File: src/rtl/vend_dispense_ctrl.sv
// rtl/vend_dispense_ctrl.sv - vending credit keeper and dispense sequencer
// Consumes one-cycle buy/coin/return pulses; all outputs are registered.
module vend_dispense_ctrl #(
    parameter int BAL_W       = 16,
    parameter int PRICE0      = 500,
    parameter int PRICE1      = 1000,
    parameter int PRICE2      = 1500,
    parameter int PRICE3      = 2000,
    parameter int MAX_BAL     = 9900,
    parameter int DISP_CYCLES = 8
) (
    input  logic             clk,
    input  logic             reset_n,
    input  logic [3:0]       buy_pulse,
    input  logic             coin100_pulse,
    input  logic             coin500_pulse,
    input  logic             return_pulse,
    output logic [BAL_W-1:0] balance,
    output logic [3:0]       dispense,
    output logic             busy,
    output logic             err_insufficient,
    output logic             coin_reject,
    output logic             change_valid,
    output logic [BAL_W-1:0] change_amount
);

    localparam int CNT_W = (DISP_CYCLES > 1) ? $clog2(DISP_CYCLES) : 1;

    typedef enum logic {
        S_IDLE,
        S_DISPENSE
    } state_t;

    state_t           r_state;
    logic [CNT_W-1:0] r_cnt;

    logic [BAL_W-1:0] w_coin_sum;
    logic [3:0]       w_slot_oh;
    logic [BAL_W-1:0] w_price;
    logic             w_idle;
    logic             w_refund;
    logic             w_buy_req;
    logic             w_afford;
    logic             w_buy_ok;
    logic             w_buy_err;
    logic [BAL_W-1:0] w_base;
    logic [BAL_W:0]   w_coin_total;
    logic             w_coin_rej;

    always_comb begin
        w_coin_sum = '0;
        if (coin100_pulse) w_coin_sum = w_coin_sum + BAL_W'(100);
        if (coin500_pulse) w_coin_sum = w_coin_sum + BAL_W'(500);
    end

    // Lowest set request bit wins; the remaining bits are dropped.
    always_comb begin
        w_slot_oh = 4'b0000;
        w_price   = BAL_W'(PRICE0);
        if (buy_pulse[0]) begin
            w_slot_oh = 4'b0001;
            w_price   = BAL_W'(PRICE0);
        end else if (buy_pulse[1]) begin
            w_slot_oh = 4'b0010;
            w_price   = BAL_W'(PRICE1);
        end else if (buy_pulse[2]) begin
            w_slot_oh = 4'b0100;
            w_price   = BAL_W'(PRICE2);
        end else if (buy_pulse[3]) begin
            w_slot_oh = 4'b1000;
            w_price   = BAL_W'(PRICE3);
        end
    end

    assign w_idle    = (r_state == S_IDLE);
    assign w_refund  = w_idle && return_pulse;
    assign w_buy_req = w_idle && !return_pulse && (buy_pulse != 4'b0000);
    assign w_afford  = (balance >= w_price);
    assign w_buy_ok  = w_buy_req && w_afford;
    assign w_buy_err = w_buy_req && !w_afford;

    // Price is checked against the pre-coin balance; coins land after the debit.
    assign w_base       = w_buy_ok ? (balance - w_price) : balance;
    assign w_coin_total = {1'b0, w_base} + {1'b0, w_coin_sum};
    assign w_coin_rej   = (w_coin_sum != '0) && (w_coin_total > (BAL_W+1)'(MAX_BAL));

    always_ff @(posedge clk or negedge reset_n) begin
        if (!reset_n) begin
            r_state          <= S_IDLE;
            r_cnt            <= '0;
            balance          <= '0;
            dispense         <= 4'b0000;
            busy             <= 1'b0;
            err_insufficient <= 1'b0;
            coin_reject      <= 1'b0;
            change_valid     <= 1'b0;
            change_amount    <= '0;
        end else begin
            err_insufficient <= 1'b0;
            coin_reject      <= 1'b0;
            change_valid     <= 1'b0;
            change_amount    <= '0;

            // A refund pays out same-cycle coins too, so they are never rejected.
            if (w_refund) begin
                change_valid  <= 1'b1;
                change_amount <= balance + w_coin_sum;
                balance       <= '0;
            end else begin
                balance          <= w_coin_rej ? w_base : w_coin_total[BAL_W-1:0];
                coin_reject      <= w_coin_rej;
                err_insufficient <= w_buy_err;
            end

            case (r_state)
                S_IDLE: begin
                    if (w_buy_ok) begin
                        dispense <= w_slot_oh;
                        busy     <= 1'b1;
                        r_cnt    <= CNT_W'(DISP_CYCLES - 1);
                        r_state  <= S_DISPENSE;
                    end
                end
                S_DISPENSE: begin
                    if (r_cnt == '0) begin
                        dispense <= 4'b0000;
                        busy     <= 1'b0;
                        r_state  <= S_IDLE;
                    end else begin
                        r_cnt <= r_cnt - 1'b1;
                    end
                end
                default: begin
                    dispense <= 4'b0000;
                    busy     <= 1'b0;
                    r_state  <= S_IDLE;
                end
            endcase
        end
    end

endmodule

File: config.mk
export PLATFORM = sky130hd
export DESIGN_NAME = vend_dispense_ctrl
export DESIGN_NICKNAME = d
export VERILOG_FILES = /design/src/rtl/vend_dispense_ctrl.sv
export SDC_FILE = /design/constraint.sdc
export NUM_CORES = 1
export LEC_CHECK = 0
export CAP_MARGIN = 25
export CORE_MARGIN = 5
export CORE_UTILIZATION = 59
export CTS_CLUSTER_DIAMETER = 40
export DETAILED_ROUTE_END_ITERATION = 12
export GPL_TIMING_DRIVEN = 0
export PLACE_DENSITY = 0.86
export SYNTH_ARGS = -nofsm -noshare
export SYNTH_HDL_FRONTEND = slang
export SYNTH_SLANG_ARGS = --single-unit
File: constraint.sdc
create_clock -name clk -period 13.36 [get_ports clk]
set_input_delay 3.34 -clock clk [delete_from_list [all_inputs] [get_ports clk]]
set_output_delay 3.34 -clock clk [all_outputs]
set_load 0.02 [all_outputs]
==> reports/qor.tcl, run 1 <==
set qor(worst_hold_slack_ns) 0.475
set qor(synth_top_family_by_area) {compound AO/OA/AOI/OAI gates}
set qor(synth_mux_area_share_pct) 2.19
set qor(die_area_um2) 7110
set qor(clockRootBuffer) {sky130_fd_sc_hd__clkbuf_8}
set qor(ir_drop_mv) 0.130
set qor(synthMostInstantiatedCell) {sky130_fd_sc_hd__dfrtp_1}
set qor(final_layout_size_suffix_gt1_share_pct) 10.6
set qor(yosys-top-cells-count) {40 x sky130_fd_sc_hd__dfrtp_1, 33 x sky130_fd_sc_hd__nand2_1, 29 x sky130_fd_sc_hd__ha_1, 29 x sky130_fd_sc_hd__nor2_1, 25 x sky130_fd_sc_hd__inv_1}
set qor(remaining_drc_errors) 0
set qor(clkSlewWorstSetupHoldPaths_ns) 0.07
set qor(maxSlewViolCount) 0
set qor(cts_hold_buf) 0
set qor(synth_compound_gate_area_share_pct) 20.8
set qor(route.detailed.wl_per_inst_um) 15.2
set qor(num_vias) 2771
set qor(antenna_violations_before_repair) 0
set qor(cts_max_path_buffers) 2
set qor(drt-vias-per-instance) 5.67
set qor(finalClockSkew_ns) 0.00477
set qor(gpl.final_weighted_congestion) 0.888
set qor(synth_fa_ha_area_share_pct) 13.0
set qor(final.setup.tns_ns) 0
set qor(cp_slowest_cell) {sky130_fd_sc_hd__clkdlybuf4s50_1}
set qor(grt_first_pass_wirelength_um) 12300
set qor(static-leakage-power_nw) 1.80
set qor(critPathKind) {in -> reg}
set qor(yosysSeqAreaShare_pct) 30.7
set qor(die_width_um) 84.3
set qor(crit_path_start_kind) {input pin}
set qor(run_status) {completed}
set qor(drt-pass1-iter-count) 4
set qor(worst_pin_slew_ns) 0.857
set qor(cts_resized) 0
set qor(critical_path.max_stage_delay_ns) 0.50
set qor(ys_dominant_reg_cell) {sky130_fd_sc_hd__dfrtp_1}
set qor(syn-mean-instance-area_um2) 9.00
set qor(area_growth_syn_to_layout_pct) 19.3
set qor(critical-path-top-delay-family) {compound AO/OA/AOI/OAI gates}
set qor(clk_latency_ns) 0.29
set qor(die_h_um) 84.3
set qor(synthCells) 362
set qor(postRouteWirelength_um) 7430
set qor(synth-xor-area-share_pct) 7.52
set qor(worstPathCellList) {clkdlybuf4s50_1 > nor2b_1 > o21bai_1 > ha_1 > fa_1 > nand2b_1 > a21oi_2 > o211ai_2 > and2_1 > clkbuf_1 > clkbuf_1 > a21oi_1 > inv_1 > ha_1 > a211oi_2 > o21bai_1 > o41a_1 > xnor2_1 > a211oi_1 > a211oi_1 > a221o_1 > o211ai_4 > a21oi_2 > mux2_4}
set qor(period_share_pct) 69.0
set qor(combPwrFrac_pct) 69.9
set qor(cts.sinks) 40
set qor(share_clk_of_total_power_pct) 8.4
set qor(cts_made_buffers) 5
set qor(synth.distinct_cells) 67
set qor(grt-ovfl-total) 0
set qor(grt_setup_unrepaired) {no}
set qor(critical_path.max_fanout) 10
set qor(placementRows) 27
set qor(largest_net_degree_at_the_start_of_global_routing) 41
set qor(worst_slew_margin_rel_pct) 42.9
set qor(htree_levels) 2
set qor(antenna_violation_net_count_after_detailed_routing) 0
set qor(postSynth.asyncResetShare_pct) 100
set qor(power_frac_seq_pct) 21.7
set qor(post-cts-setup-buffers) 0
set qor(combined_buffer_and_inverter_count_along_the_critical_path) 4
set qor(design.core.area_um2) 5440
set qor(synth.area.top_cells) {sky130_fd_sc_hd__dfrtp_1 31%, sky130_fd_sc_hd__ha_1 11%, sky130_fd_sc_hd__xnor2_1 4.3%}
set qor(grt_pass1_vias) 2707
set qor(initialDrtViolationCount) 200
set qor(synthSimpleGateAreaFrac_pct) 20.7
set qor(maxCapViolations) 0
set qor(yosysWarningCount) 0
set qor(port_buffers) 44
set qor(fill_cells) 429
set qor(finish.net_count) 457
set qor(initial_utilization_pct) 59.9
set qor(post_synth_edffs) 0
set qor(synth_top_cell_by_area) {sky130_fd_sc_hd__dfrtp_1}
set qor(switching_share_pct) 47.7
set qor(n_antenna_cell) 0
set qor(synthDominantCellAreaShare_pct) 30.7
set qor(ys_ff_latch) 40
set qor(synth_area_um2) 3260
set qor(internal-power_uw) 508
set qor(io_pins) 49
set qor(grtUsageTotal_pct) 21.3
set qor(hold_viol) 0
set qor(setup_viol) 0
set qor(timing.critical_path.to_type) {flip-flop}
set qor(finish.utilization_pct) 71.5
set qor(worst-endpoint-required_ns) 13.54
set qor(final_period_minus_worst_setup_slack_ns) 9.22
set qor(hold_class) {reg -> reg}
set qor(power_density_nw_per_um2) 250
set qor(max_freq_ghz) 0.108
set qor(worst-endpoint-arrival_ns) 9.40
set qor(net-switching-power_uw) 464
set qor(r2r_slack_ns) 7.54
set qor(tritoncts) {yes}
set qor(detailed_place_hpwl_um) 5920
==> power by group through the flow <==
stage	registers, mW	logic, mW	clock network, mW
after floorplan	0.250	0.455	0
after global placement	0.211	0.652	0
after detailed placement	0.213	0.674	0
after CTS	0.210	0.678	0.0827
after global routing	0.217	0.741	0.0891
final	0.211	0.679	0.0813
==> kinds of logic after synthesis <==
family,count (synthesis)
simple gates,128
fa+ha+maj,32
other cells,1
mux,6
buf+inv,37
flops,40
compound gates,90
xor+xnor,28
==> flip-flops by register name, summed over array words and instances, names as in the netlist, 3 cells and up <==
name and cells:
dispense 4, change_amount 14, r_cnt 3, balance 14
==> cell type report <==
| cell class | instances | area, um2 | area share [%] |
|---|---|---|---|
| Inverter | 25 | 93.8 | 2.41 |
| Tap cell | 72 | 90.1 | 2.32 |
| Timing Repair Buffer | 44 | 435 | 11.2 |
| Multi-Input combinational cell | 288 | 2110 | 54.2 |
| Sequential cell | 40 | 1000 | 25.7 |
| Clock inverter | 2 | 10.0 | 0.257 |
| Clock buffer | 6 | 82.6 | 2.12 |
| Buffer | 12 | 68.8 | 1.77 |
==> final timing paths <==
kind	start	end	cells after the start
hold reg to reg	busy	busy	2
min in group asynchronous	reset_n	change_amount[5]	1
max in group asynchronous	reset_n	change_amount[15]	1
setup reg to reg	balance[2]	balance[10]	22
hold / removal	busy	busy	2
setup / recovery	buy_pulse[3]	balance[10]	24
==> cells in the final DEF, fill, tap and decap left out, types with 3 or more instances in the layout <==
master                             n
sky130_fd_sc_hd__clkdlybuf4s50_1  43
sky130_fd_sc_hd__dfrtp_1          40
sky130_fd_sc_hd__nand2_1          33
sky130_fd_sc_hd__nor2_1           29
sky130_fd_sc_hd__ha_1             29
sky130_fd_sc_hd__inv_1            25
sky130_fd_sc_hd__a21oi_1          17
sky130_fd_sc_hd__xnor2_1          16
sky130_fd_sc_hd__xor2_1           12
sky130_fd_sc_hd__o21ai_0          12
sky130_fd_sc_hd__nor3_1           11
sky130_fd_sc_hd__nand3_1           9
sky130_fd_sc_hd__nor2b_1           8
sky130_fd_sc_hd__a211oi_1          7
sky130_fd_sc_hd__o21ai_1           7
sky130_fd_sc_hd__nand2b_1          6
sky130_fd_sc_hd__o21bai_1          6
sky130_fd_sc_hd__clkbuf_8          6
sky130_fd_sc_hd__and2_1            5
sky130_fd_sc_hd__and3_1            5
sky130_fd_sc_hd__a211oi_2          5
sky130_fd_sc_hd__clkbuf_1          4
sky130_fd_sc_hd__a21o_1            4
sky130_fd_sc_hd__a31oi_1           4
sky130_fd_sc_hd__buf_4             4
sky130_fd_sc_hd__conb_1            4
sky130_fd_sc_hd__a21oi_2           3
sky130_fd_sc_hd__nand4_1           3
sky130_fd_sc_hd__o21a_1            3
sky130_fd_sc_hd__o31ai_1           3
sky130_fd_sc_hd__mux2i_1           3
sky130_fd_sc_hd__nor3b_1           3
sky130_fd_sc_hd__fa_1              3
==> tightest hold or removal path: stages (launching register included) <==
cell                      delay (ns)
sky130_fd_sc_hd__dfrtp_1        0.34
sky130_fd_sc_hd__nand2_1        0.05
sky130_fd_sc_hd__nand2_1        0.05
==> layer usage <==
layer  share of wire [%]  routed length (um)  global-route usage (%)  vias to the layer above
met1                  44                3240                    25.6                     1305
met2                  50                3700                    37.7                       82
li1                    -                   -                       -                     1375
met4                 1.5                 108                    8.77                        0
met3                 5.1                 382                    3.63                        9
met5                   0                   0                       0                        -
==> per-stage QoR <==
stage / cells / cell area, um2 / setup slack (ns) / total power [mW]
after global routing: 489 / 3890 / 3.73 / 1.05
final: 489 / 3890 / 4.14 / 0.971
after detailed placement: 481 / 3800 / 3.89 / 0.886
after global placement: 481 / 3800 / 3.96 / 0.863
after CTS: 489 / 3890 / 4.18 / 0.971
after floorplan: 365 / 3270 / 5.05 / 0.704
No activity file was read; power rests on OpenSTA's default activity.
==> inputs of run 2 (changes only) <==
--- a/config.mk
+++ b/config.mk
@@ -7,11 +7,11 @@
 export LEC_CHECK = 0
 export CAP_MARGIN = 25
 export CORE_MARGIN = 5
-export CORE_UTILIZATION = 59
+export CORE_UTILIZATION = 50
 export CTS_CLUSTER_DIAMETER = 40
 export DETAILED_ROUTE_END_ITERATION = 12
 export GPL_TIMING_DRIVEN = 0
-export PLACE_DENSITY = 0.86
+export PLACE_DENSITY = 0.78
 export SYNTH_ARGS = -nofsm -noshare
 export SYNTH_HDL_FRONTEND = slang
 export SYNTH_SLANG_ARGS = --single-unit
==> constraint.sdc (replaced) <==
create_clock -name clk -period 8.2 [get_ports clk]
set_input_delay 2.05 -clock clk [delete_from_list [all_inputs] [get_ports clk]]
set_output_delay 2.05 -clock clk [all_outputs]
set_load 0.02 [all_outputs]
==> reports/qor.tcl, run 2 (synthesis gave the netlist of run 1 again) <==
set qor(post-cts-setup-buffers) 0 ;# unchanged
set qor(preCtsSetupSlack_ns) -0.0927 ;# -3.98 ns
set qor(hold_class) {reg -> reg}
set qor(final_layout_size_suffix_gt1_share_pct) 10.8 ;# +0.27 points
set qor(clk_latency_ns) 0.29 ;# about the same
set qor(timing.critical_path.to_type) {flip-flop}
set qor(power_density_nw_per_um2) 406 ;# +63%
set qor(maxSlewViolCount) 0 ;# unchanged
set qor(met2_usage_pct) 32.5 ;# -5.2 points
set qor(worst_r2r_endpoint) {balance[13]}
set qor(r2r_slack_ns) 2.54 ;# -5.00 ns
set qor(worstPathCellList) {clkdlybuf4s50_1 > nor2b_1 > o21bai_1 > ha_1 > fa_1 > nand2b_1 > a21oi_4 > o211ai_2 > and2_1 > clkbuf_1 > o21ai_0 > ha_1 > inv_1 > fa_1 > nor2b_1 > o31ai_1 > a21oi_1 > o21ai_0 > a222oi_1 > and3_1 > mux2_4 > o211a_4 > o21ai_1 > mux2i_1}
set qor(die_area_um2) 8230 ;# +16%
set qor(n_antenna_cell) 0 ;# unchanged
set qor(drt-pass1-iter-count) 5 ;# +1
set qor(critical_path.max_stage_delay_ns) 0.50 ;# about the same
set qor(antenna_violation_net_count_after_detailed_routing) 0 ;# unchanged
set qor(static-leakage-power_nw) 1.81 ;# +0.30%
set qor(stdcell_count) 493 ;# +0.82%
set qor(critical_path.max_fanout) 10 ;# unchanged
set qor(number_of_cells_on_the_worst_reg_to_reg_path) 22 ;# unchanged
set qor(gpl.final_weighted_congestion) 0.860 ;# -3.1%
set qor(worst_pin_slew_ns) 0.868 ;# +0.0109 ns
set qor(fill_cells) 515 ;# +20%
set qor(hold_path_end) {r_cnt[0]}
set qor(finalClockSkew_ns) 0.00627 ;# +0.00150 ns
set qor(die_h_um) 90.7 ;# +7.6%
set qor(clockRootBuffer) {sky130_fd_sc_hd__clkbuf_8}
set qor(finish.net_count) 457 ;# unchanged
set qor(maxCapViolations) 0 ;# unchanged
set qor(globalRouteMet3Util_pct) 2.75 ;# -0.88 points
set qor(grtUsageTotal_pct) 18.4 ;# -2.9 points
set qor(critPathKind) {in -> reg}
set qor(drt-vias-per-instance) 5.62 ;# -0.81%
set qor(setup_viol) 0 ;# unchanged
set qor(postRouteWirelength_um) 7430 ;# about the same
set qor(grt-ovfl-total) 0 ;# unchanged
set qor(hold_viol) 0 ;# unchanged
set qor(net-switching-power_uw) 752 ;# +62%
set qor(clkSlewWorstSetupHoldPaths_ns) 0.07 ;# about the same
set qor(num_vias) 2771 ;# unchanged
set qor(largest_net_degree_at_the_start_of_global_routing) 41 ;# unchanged
set qor(mostFrequentLayoutCell) {sky130_fd_sc_hd__clkdlybuf4s50_1}
set qor(grt_pass1_vias) 2770 ;# +2.3%
set qor(largestRegisters) {balance (14), change_amount (14), dispense (4)}
set qor(ir_drop_mv) 0.214 ;# +66%
set qor(worst_hold_slack_ns) 0.478 ;# +0.00263 ns
set qor(remaining_drc_errors) 0 ;# unchanged
set qor(worst_setup_margin_ns) 0.408 ;# -3.73 ns
set qor(final_period_minus_worst_setup_slack_ns) 7.79
set qor(tritoncts) {yes}
set qor(combined_buffer_and_inverter_count_along_the_critical_path) 3 ;# -1
set qor(placementRows) 29 ;# +7.4%
set qor(period_share_pct) 95.0
set qor(power_frac_seq_pct) 21.7 ;# about the same
set qor(combPwrFrac_pct) 69.8 ;# about the same
set qor(cp_slowest_cell) {sky130_fd_sc_hd__clkdlybuf4s50_1}
set qor(share_clk_of_total_power_pct) 8.6 ;# +0.2 points
set qor(min_delay_path_depth) 1 ;# -1
set qor(switching_share_pct) 47.3 ;# -0.49 points
set qor(min_from) {r_cnt[0]}
set qor(critical-path-top-delay-family) {compound AO/OA/AOI/OAI gates}
set qor(initial_utilization_pct) 51.3 ;# -8.6 points
set qor(worst-endpoint-arrival_ns) 8.00 ;# -1.40 ns
set qor(htree_levels) 2 ;# unchanged
set qor(die_width_um) 90.7 ;# +7.6%
set qor(dp_cells) 486 ;# +1.0%
set qor(design.core.area_um2) 6350 ;# +17%
set qor(run_status) {completed}
set qor(max_freq_ghz) 0.128
set qor(route.detailed.wl_per_inst_um) 15.1 ;# -0.85%
set qor(grt-busiest-layer) {met2}
set qor(grt_first_pass_wirelength_um) 12700 ;# +3.2%
set qor(cts_made_buffers) 5 ;# unchanged
set qor(cts_max_path_buffers) 2 ;# unchanged
set qor(reg2reg_from) {balance[2]}
set qor(cts.sinks) 40 ;# unchanged
set qor(area_growth_syn_to_layout_pct) 20.2
set qor(cts_hold_buf) 0 ;# unchanged
set qor(io_pins) 49 ;# unchanged
set qor(port_buffers) 44 ;# unchanged
set qor(initialDrtViolationCount) 128 ;# -36%
set qor(detailed_place_hpwl_um) 6050 ;# +2.1%
set qor(use_met1_pct) 22.6 ;# -2.9 points
set qor(layout.cells.most_common_list) {43 x sky130_fd_sc_hd__clkdlybuf4s50_1, 40 x sky130_fd_sc_hd__dfrtp_1, 33 x sky130_fd_sc_hd__nand2_1, 29 x sky130_fd_sc_hd__nor2_1, 29 x sky130_fd_sc_hd__ha_1}
set qor(crit_path_start_kind) {input pin}
set qor(grt_setup_unrepaired) {no}
set qor(worst_slew_margin_rel_pct) 42.2 ;# -0.73 points
set qor(antenna_violations_before_repair) 0 ;# unchanged
set qor(worst-endpoint-required_ns) 8.41 ;# -5.13 ns
set qor(internal-power_uw) 839 ;# +65%
[run 2: cell count changes in the layout (fill, tap and decap cells not counted)]
| cell | delta |
|---|---|
| sky130_fd_sc_hd__a21oi_4 | +2 |
| sky130_fd_sc_hd__clkinv_2 | -2 |
| sky130_fd_sc_hd__a21oi_1 | -1 |
| sky130_fd_sc_hd__a21oi_2 | -1 |
| sky130_fd_sc_hd__clkbuf_1 | -1 |
| sky130_fd_sc_hd__clkbuf_2 | +1 |
| sky130_fd_sc_hd__clkbuf_8 | +1 |
[run 2: through the flow]
stage          power, mW  util (%)  instance area [um2]  setup TNS [ns]
2_1_floorplan       1.15         -                 3270               0
3_3_place_gp        1.41      60.0                 3810               0
3_5_place_dp        1.44      59.9                 3800          -0.280
4_1_cts             1.59      61.4                 3900               0
5_1_grt             1.74      61.7                 3920               0
6_report            1.59      61.7                 3920               0
[run 2: worst reg2reg max path: cells and delay by family, from the launching register on]
family	cells	cell delay, ns
buffers and inverters	3	0.32
AND/OR/NAND/NOR	4	0.89
multiplexers	2	0.58
flip-flops	1	0.40
AO/OA/AOI/OAI	9	2.03
adder cells (fa/ha/maj)	4	1.35
[run 2: layout make-up]
type	count	area, um2	share of cell area [%]
inverters	25	93.8	2.39
well taps	77	96.3	2.46
flip-flops and latches	40	1000	25.5
plain buffers	12	70.1	1.79
clock buffers	7	96.3	2.46
repair buffers	44	435	11.1
multi-input cells	288	2130	54.2
[run 2: worst max-delay path by stage]
stage / endpoint / slack (ns) / cells after the start / startpoint
after floorplan: balance[10] / 1.18 / 23 / buy_pulse[3]
after global placement: balance[13] / 0.07 / 24 / buy_pulse[3]
after detailed placement: balance[13] / -0.09 / 24 / buy_pulse[3]
after CTS: balance[13] / 0.19 / 24 / buy_pulse[3]
after global routing: balance[13] / 0.006 / 24 / buy_pulse[3]
final: balance[13] / 0.41 / 24 / buy_pulse[3]
[run 2: repair_timing]
item	CTS	global route
endpoints found under the hold margin	0	0
gates resized for setup	0	5
endpoints found under the setup margin	0	13
[run 2: power by group through the flow]
stage / registers, mW / clock network [mW] / logic (mW)
2_1_floorplan: 0.407 / 0 / 0.741
3_3_place_gp: 0.343 / 0 / 1.06
3_5_place_dp: 0.347 / 0 / 1.10
4_1_cts: 0.343 / 0.141 / 1.10
5_1_grt: 0.355 / 0.148 / 1.23
6_report: 0.345 / 0.137 / 1.11
[run 2: routing by layer]
| layer | vias to the layer above | routed length, um |
|---|---|---|
| met4 | 0 | 124 |
| met1 | 1310 | 3270 |
| met2 | 65 | 3740 |
| li1 | 1384 | - |
| met5 | - | 0 |
| met3 | 12 | 302 |
==> inputs of run 3 (changes only) <==
--- a/config.mk
+++ b/config.mk
@@ -6,12 +6,14 @@
 export NUM_CORES = 1
 export LEC_CHECK = 0
 export CAP_MARGIN = 25
+export CORE_ASPECT_RATIO = 1.5
 export CORE_MARGIN = 5
 export CORE_UTILIZATION = 50
 export CTS_CLUSTER_DIAMETER = 40
 export DETAILED_ROUTE_END_ITERATION = 12
-export GPL_TIMING_DRIVEN = 0
+export GPL_TIMING_DRIVEN = 1
 export PLACE_DENSITY = 0.78
+export SKIP_LAST_GASP = 1
 export SYNTH_ARGS = -nofsm -noshare
 export SYNTH_HDL_FRONTEND = slang
 export SYNTH_SLANG_ARGS = --single-unit
==> reports/qor.tcl, run 3 (synthesis gave the netlist of run 1 again) <==
set qor(run_status) {completed}
set qor(final_layout_size_suffix_gt1_share_pct) 9.56 ;# -1.3 points
set qor(setup_viol) 0 ;# unchanged
set qor(grtUsageTotal_pct) 18.7 ;# +0.27 points
set qor(largest_net_degree_at_the_start_of_global_routing) 41 ;# unchanged
set qor(cp_slowest_cell) {sky130_fd_sc_hd__clkdlybuf4s50_1}
set qor(area_growth_syn_to_layout_pct) 18.3
set qor(grt_pass1_vias) 2650 ;# -4.3%
set qor(largestRegisters) {balance (14), change_amount (14), dispense (4)}
set qor(worst_hold_slack_ns) 0.466 ;# -0.0115 ns
set qor(postRouteWirelength_um) 7550 ;# +1.6%
set qor(clkSlewWorstSetupHoldPaths_ns) 0.08 ;# about the same
set qor(power_density_nw_per_um2) 411 ;# +1.2%
set qor(initialDrtViolationCount) 140 ;# +9.4%
set qor(remaining_drc_errors) 0 ;# unchanged
set qor(worst_slew_margin_rel_pct) 61.6 ;# +19 points
set qor(period_share_pct) 92.5 ;# -2.5 points
set qor(maxSlewViolCount) 0 ;# unchanged
set qor(detailed_place_hpwl_um) 6040 ;# -0.12%
set qor(final.setup.tns_ns) 0 ;# unchanged
set qor(io_pins) 49 ;# unchanged
set qor(final_period_minus_worst_setup_slack_ns) 7.58 ;# -0.207 ns
set qor(antenna_violation_net_count_after_detailed_routing) 0 ;# unchanged
set qor(grt_setup_unrepaired) {no}
set qor(preCtsSetupSlack_ns) 0.411 ;# +0.504 ns
set qor(critPathKind) {in -> reg}
set qor(grt_first_pass_wirelength_um) 12600 ;# -1.4%
set qor(die_width_um) 75.9 ;# -16%
set qor(worst_pin_slew_ns) 0.562 ;# -0.306 ns
set qor(static-leakage-power_nw) 1.78 ;# -1.8%
set qor(clk_latency_ns) 0.30 ;# about the same
set qor(combined_buffer_and_inverter_count_along_the_critical_path) 2 ;# -1
set qor(post-cts-setup-buffers) 0 ;# unchanged
set qor(die_h_um) 109 ;# +20%
set qor(drt-pass1-iter-count) 8 ;# +3
set qor(worst_setup_margin_ns) 0.615 ;# +0.207 ns
set qor(maxCapViolations) 0 ;# unchanged
set qor(max_freq_ghz) 0.132 ;# +2.7%
set qor(htree_levels) 2 ;# unchanged
set qor(port_buffers) 44 ;# unchanged
set qor(initial_utilization_pct) 50.6 ;# -0.73 points
set qor(cts.sinks) 40 ;# unchanged
set qor(power_mw) 1.58 ;# -0.38%
set qor(placementRows) 36 ;# +24%
set qor(timing.critical_path.to_type) {flip-flop}
set qor(crit_path_start_kind) {input pin}
set qor(cts_hold_buf) 0 ;# unchanged
set qor(design.core.area_um2) 6440 ;# +1.4%
set qor(drt-vias-per-instance) 5.69 ;# +1.2%
set qor(finish.net_count) 448 ;# -2.0%
set qor(tritoncts) {yes}
set qor(grt-ovfl-total) 0 ;# unchanged
set qor(stdcell_count) 484 ;# -1.8%
set qor(cts_max_path_buffers) 2 ;# unchanged
set qor(hold_viol) 0 ;# unchanged
set qor(num_vias) 2753 ;# -0.65%
set qor(clockRootBuffer) {sky130_fd_sc_hd__clkbuf_8}
set qor(antenna_violations_before_repair) 0 ;# unchanged
set qor(finish.utilization_pct) 59.9 ;# -1.8 points
set qor(cts_made_buffers) 5 ;# unchanged
set qor(gpl.final_weighted_congestion) 0.938 ;# +9.0%
set qor(postPlaceCellArea_um2) 3750 ;# -1.4%
set qor(worst-endpoint-arrival_ns) 7.78 ;# -0.22 ns
set qor(die_area_um2) 8270 ;# +0.40%
set qor(mostFrequentLayoutCell) {sky130_fd_sc_hd__clkdlybuf4s50_1}
set qor(ir_drop_mv) 0.192 ;# -10%
set qor(route.detailed.wl_per_inst_um) 15.6 ;# +3.5%
set qor(cts_resized) 0 ;# unchanged
set qor(worst-endpoint-required_ns) 8.39 ;# -0.02 ns
set qor(dp_cells) 475 ;# -2.3%
set qor(critical_path.max_stage_delay_ns) 0.49 ;# about the same
set qor(worstPathCellList) {clkdlybuf4s50_1 > nor2b_1 > o21bai_1 > ha_1 > fa_1 > nand2b_1 > a21oi_2 > o211ai_2 > and2_1 > buf_4 > o31ai_1 > ha_1 > o21ai_1 > o21bai_1 > o41a_1 > xnor2_1 > a211oi_1 > a211oi_1 > a221o_1 > o211ai_4 > a21oi_2 > mux2_4}
set qor(critical_path.max_fanout) 13 ;# +3
set qor(n_antenna_cell) 0 ;# unchanged
set qor(layout.cells.most_common_list) {43 x sky130_fd_sc_hd__clkdlybuf4s50_1, 40 x sky130_fd_sc_hd__dfrtp_1, 33 x sky130_fd_sc_hd__nand2_1, 29 x sky130_fd_sc_hd__nor2_1, 29 x sky130_fd_sc_hd__ha_1}
set qor(finalClockSkew_ns) 0.0113 ;# +0.00506 ns
set qor(hold_class) {reg -> reg}
set qor(final_area_um2) 3860 ;# -1.6%
set qor(critical-path-top-delay-family) {compound AO/OA/AOI/OAI gates}
## run 3: worst paths after layout
path / start / endpoint / slack [ns] / cells past startpoint
max: buy_pulse[3] / balance[10] / 0.62 / 22
min: r_cnt[0] / r_cnt[0] / 0.47 / 1
max reg2reg: balance[2] / balance[10] / 2.66 / 20
min reg2reg: r_cnt[0] / r_cnt[0] / 0.47 / 1
max in group asynchronous: reset_n / change_amount[12] / 6.27 / 2
min in group asynchronous: reset_n / change_amount[2] / 1.53 / 1
## run 3: routing by layer
layer  share of wire [%]  routed length [um]  up-vias  track usage (%)
li1                    -                   -     1355                -
met1                  39                2930     1335             20.5
met2                  56                4250       53             35.5
met3                 3.0                 228       10             2.73
met4                 1.9                 141        0             7.63
met5                   0                   0        -                0
## run 3: where the power goes
group | leakage (nW) | total (mW) | switching, mW | internal, mW
Combinational | 1.21 | 1.09 | 0.610 | 0.484
Sequential | 0.519 | 0.355 | 0.0834 | 0.272
Clock | 0.0455 | 0.135 | 0.0667 | 0.0686
Total | 1.78 | 1.58 | 0.761 | 0.824
## run 3: area by class of cell
class | count | area (um2)
multi-input cells | 288 | 2110
repair buffers | 47 | 470
well taps | 76 | 95.1
flip-flops and latches | 40 | 1000
clock buffers | 8 | 90.1
inverters | 25 | 93.8
fillers | 571 | 2580
## run 3: worst reg2reg max path, cell delays in order (launching register included)
cell	delay, ns
sky130_fd_sc_hd__dfrtp_1	0.43
sky130_fd_sc_hd__inv_1	0.07
sky130_fd_sc_hd__ha_1	0.26
sky130_fd_sc_hd__fa_1	0.41
sky130_fd_sc_hd__nand2b_1	0.20
sky130_fd_sc_hd__a21oi_2	0.31
sky130_fd_sc_hd__o211ai_2	0.17
sky130_fd_sc_hd__and2_1	0.26
sky130_fd_sc_hd__buf_4	0.21
sky130_fd_sc_hd__o31ai_1	0.40
sky130_fd_sc_hd__ha_1	0.39
sky130_fd_sc_hd__o21ai_1	0.14
sky130_fd_sc_hd__o21bai_1	0.11
sky130_fd_sc_hd__o41a_1	0.40
sky130_fd_sc_hd__xnor2_1	0.29
sky130_fd_sc_hd__a211oi_1	0.09
sky130_fd_sc_hd__a211oi_1	0.35
sky130_fd_sc_hd__a221o_1	0.31
sky130_fd_sc_hd__o211ai_4	0.13
sky130_fd_sc_hd__a21oi_2	0.20
sky130_fd_sc_hd__mux2_4	0.31
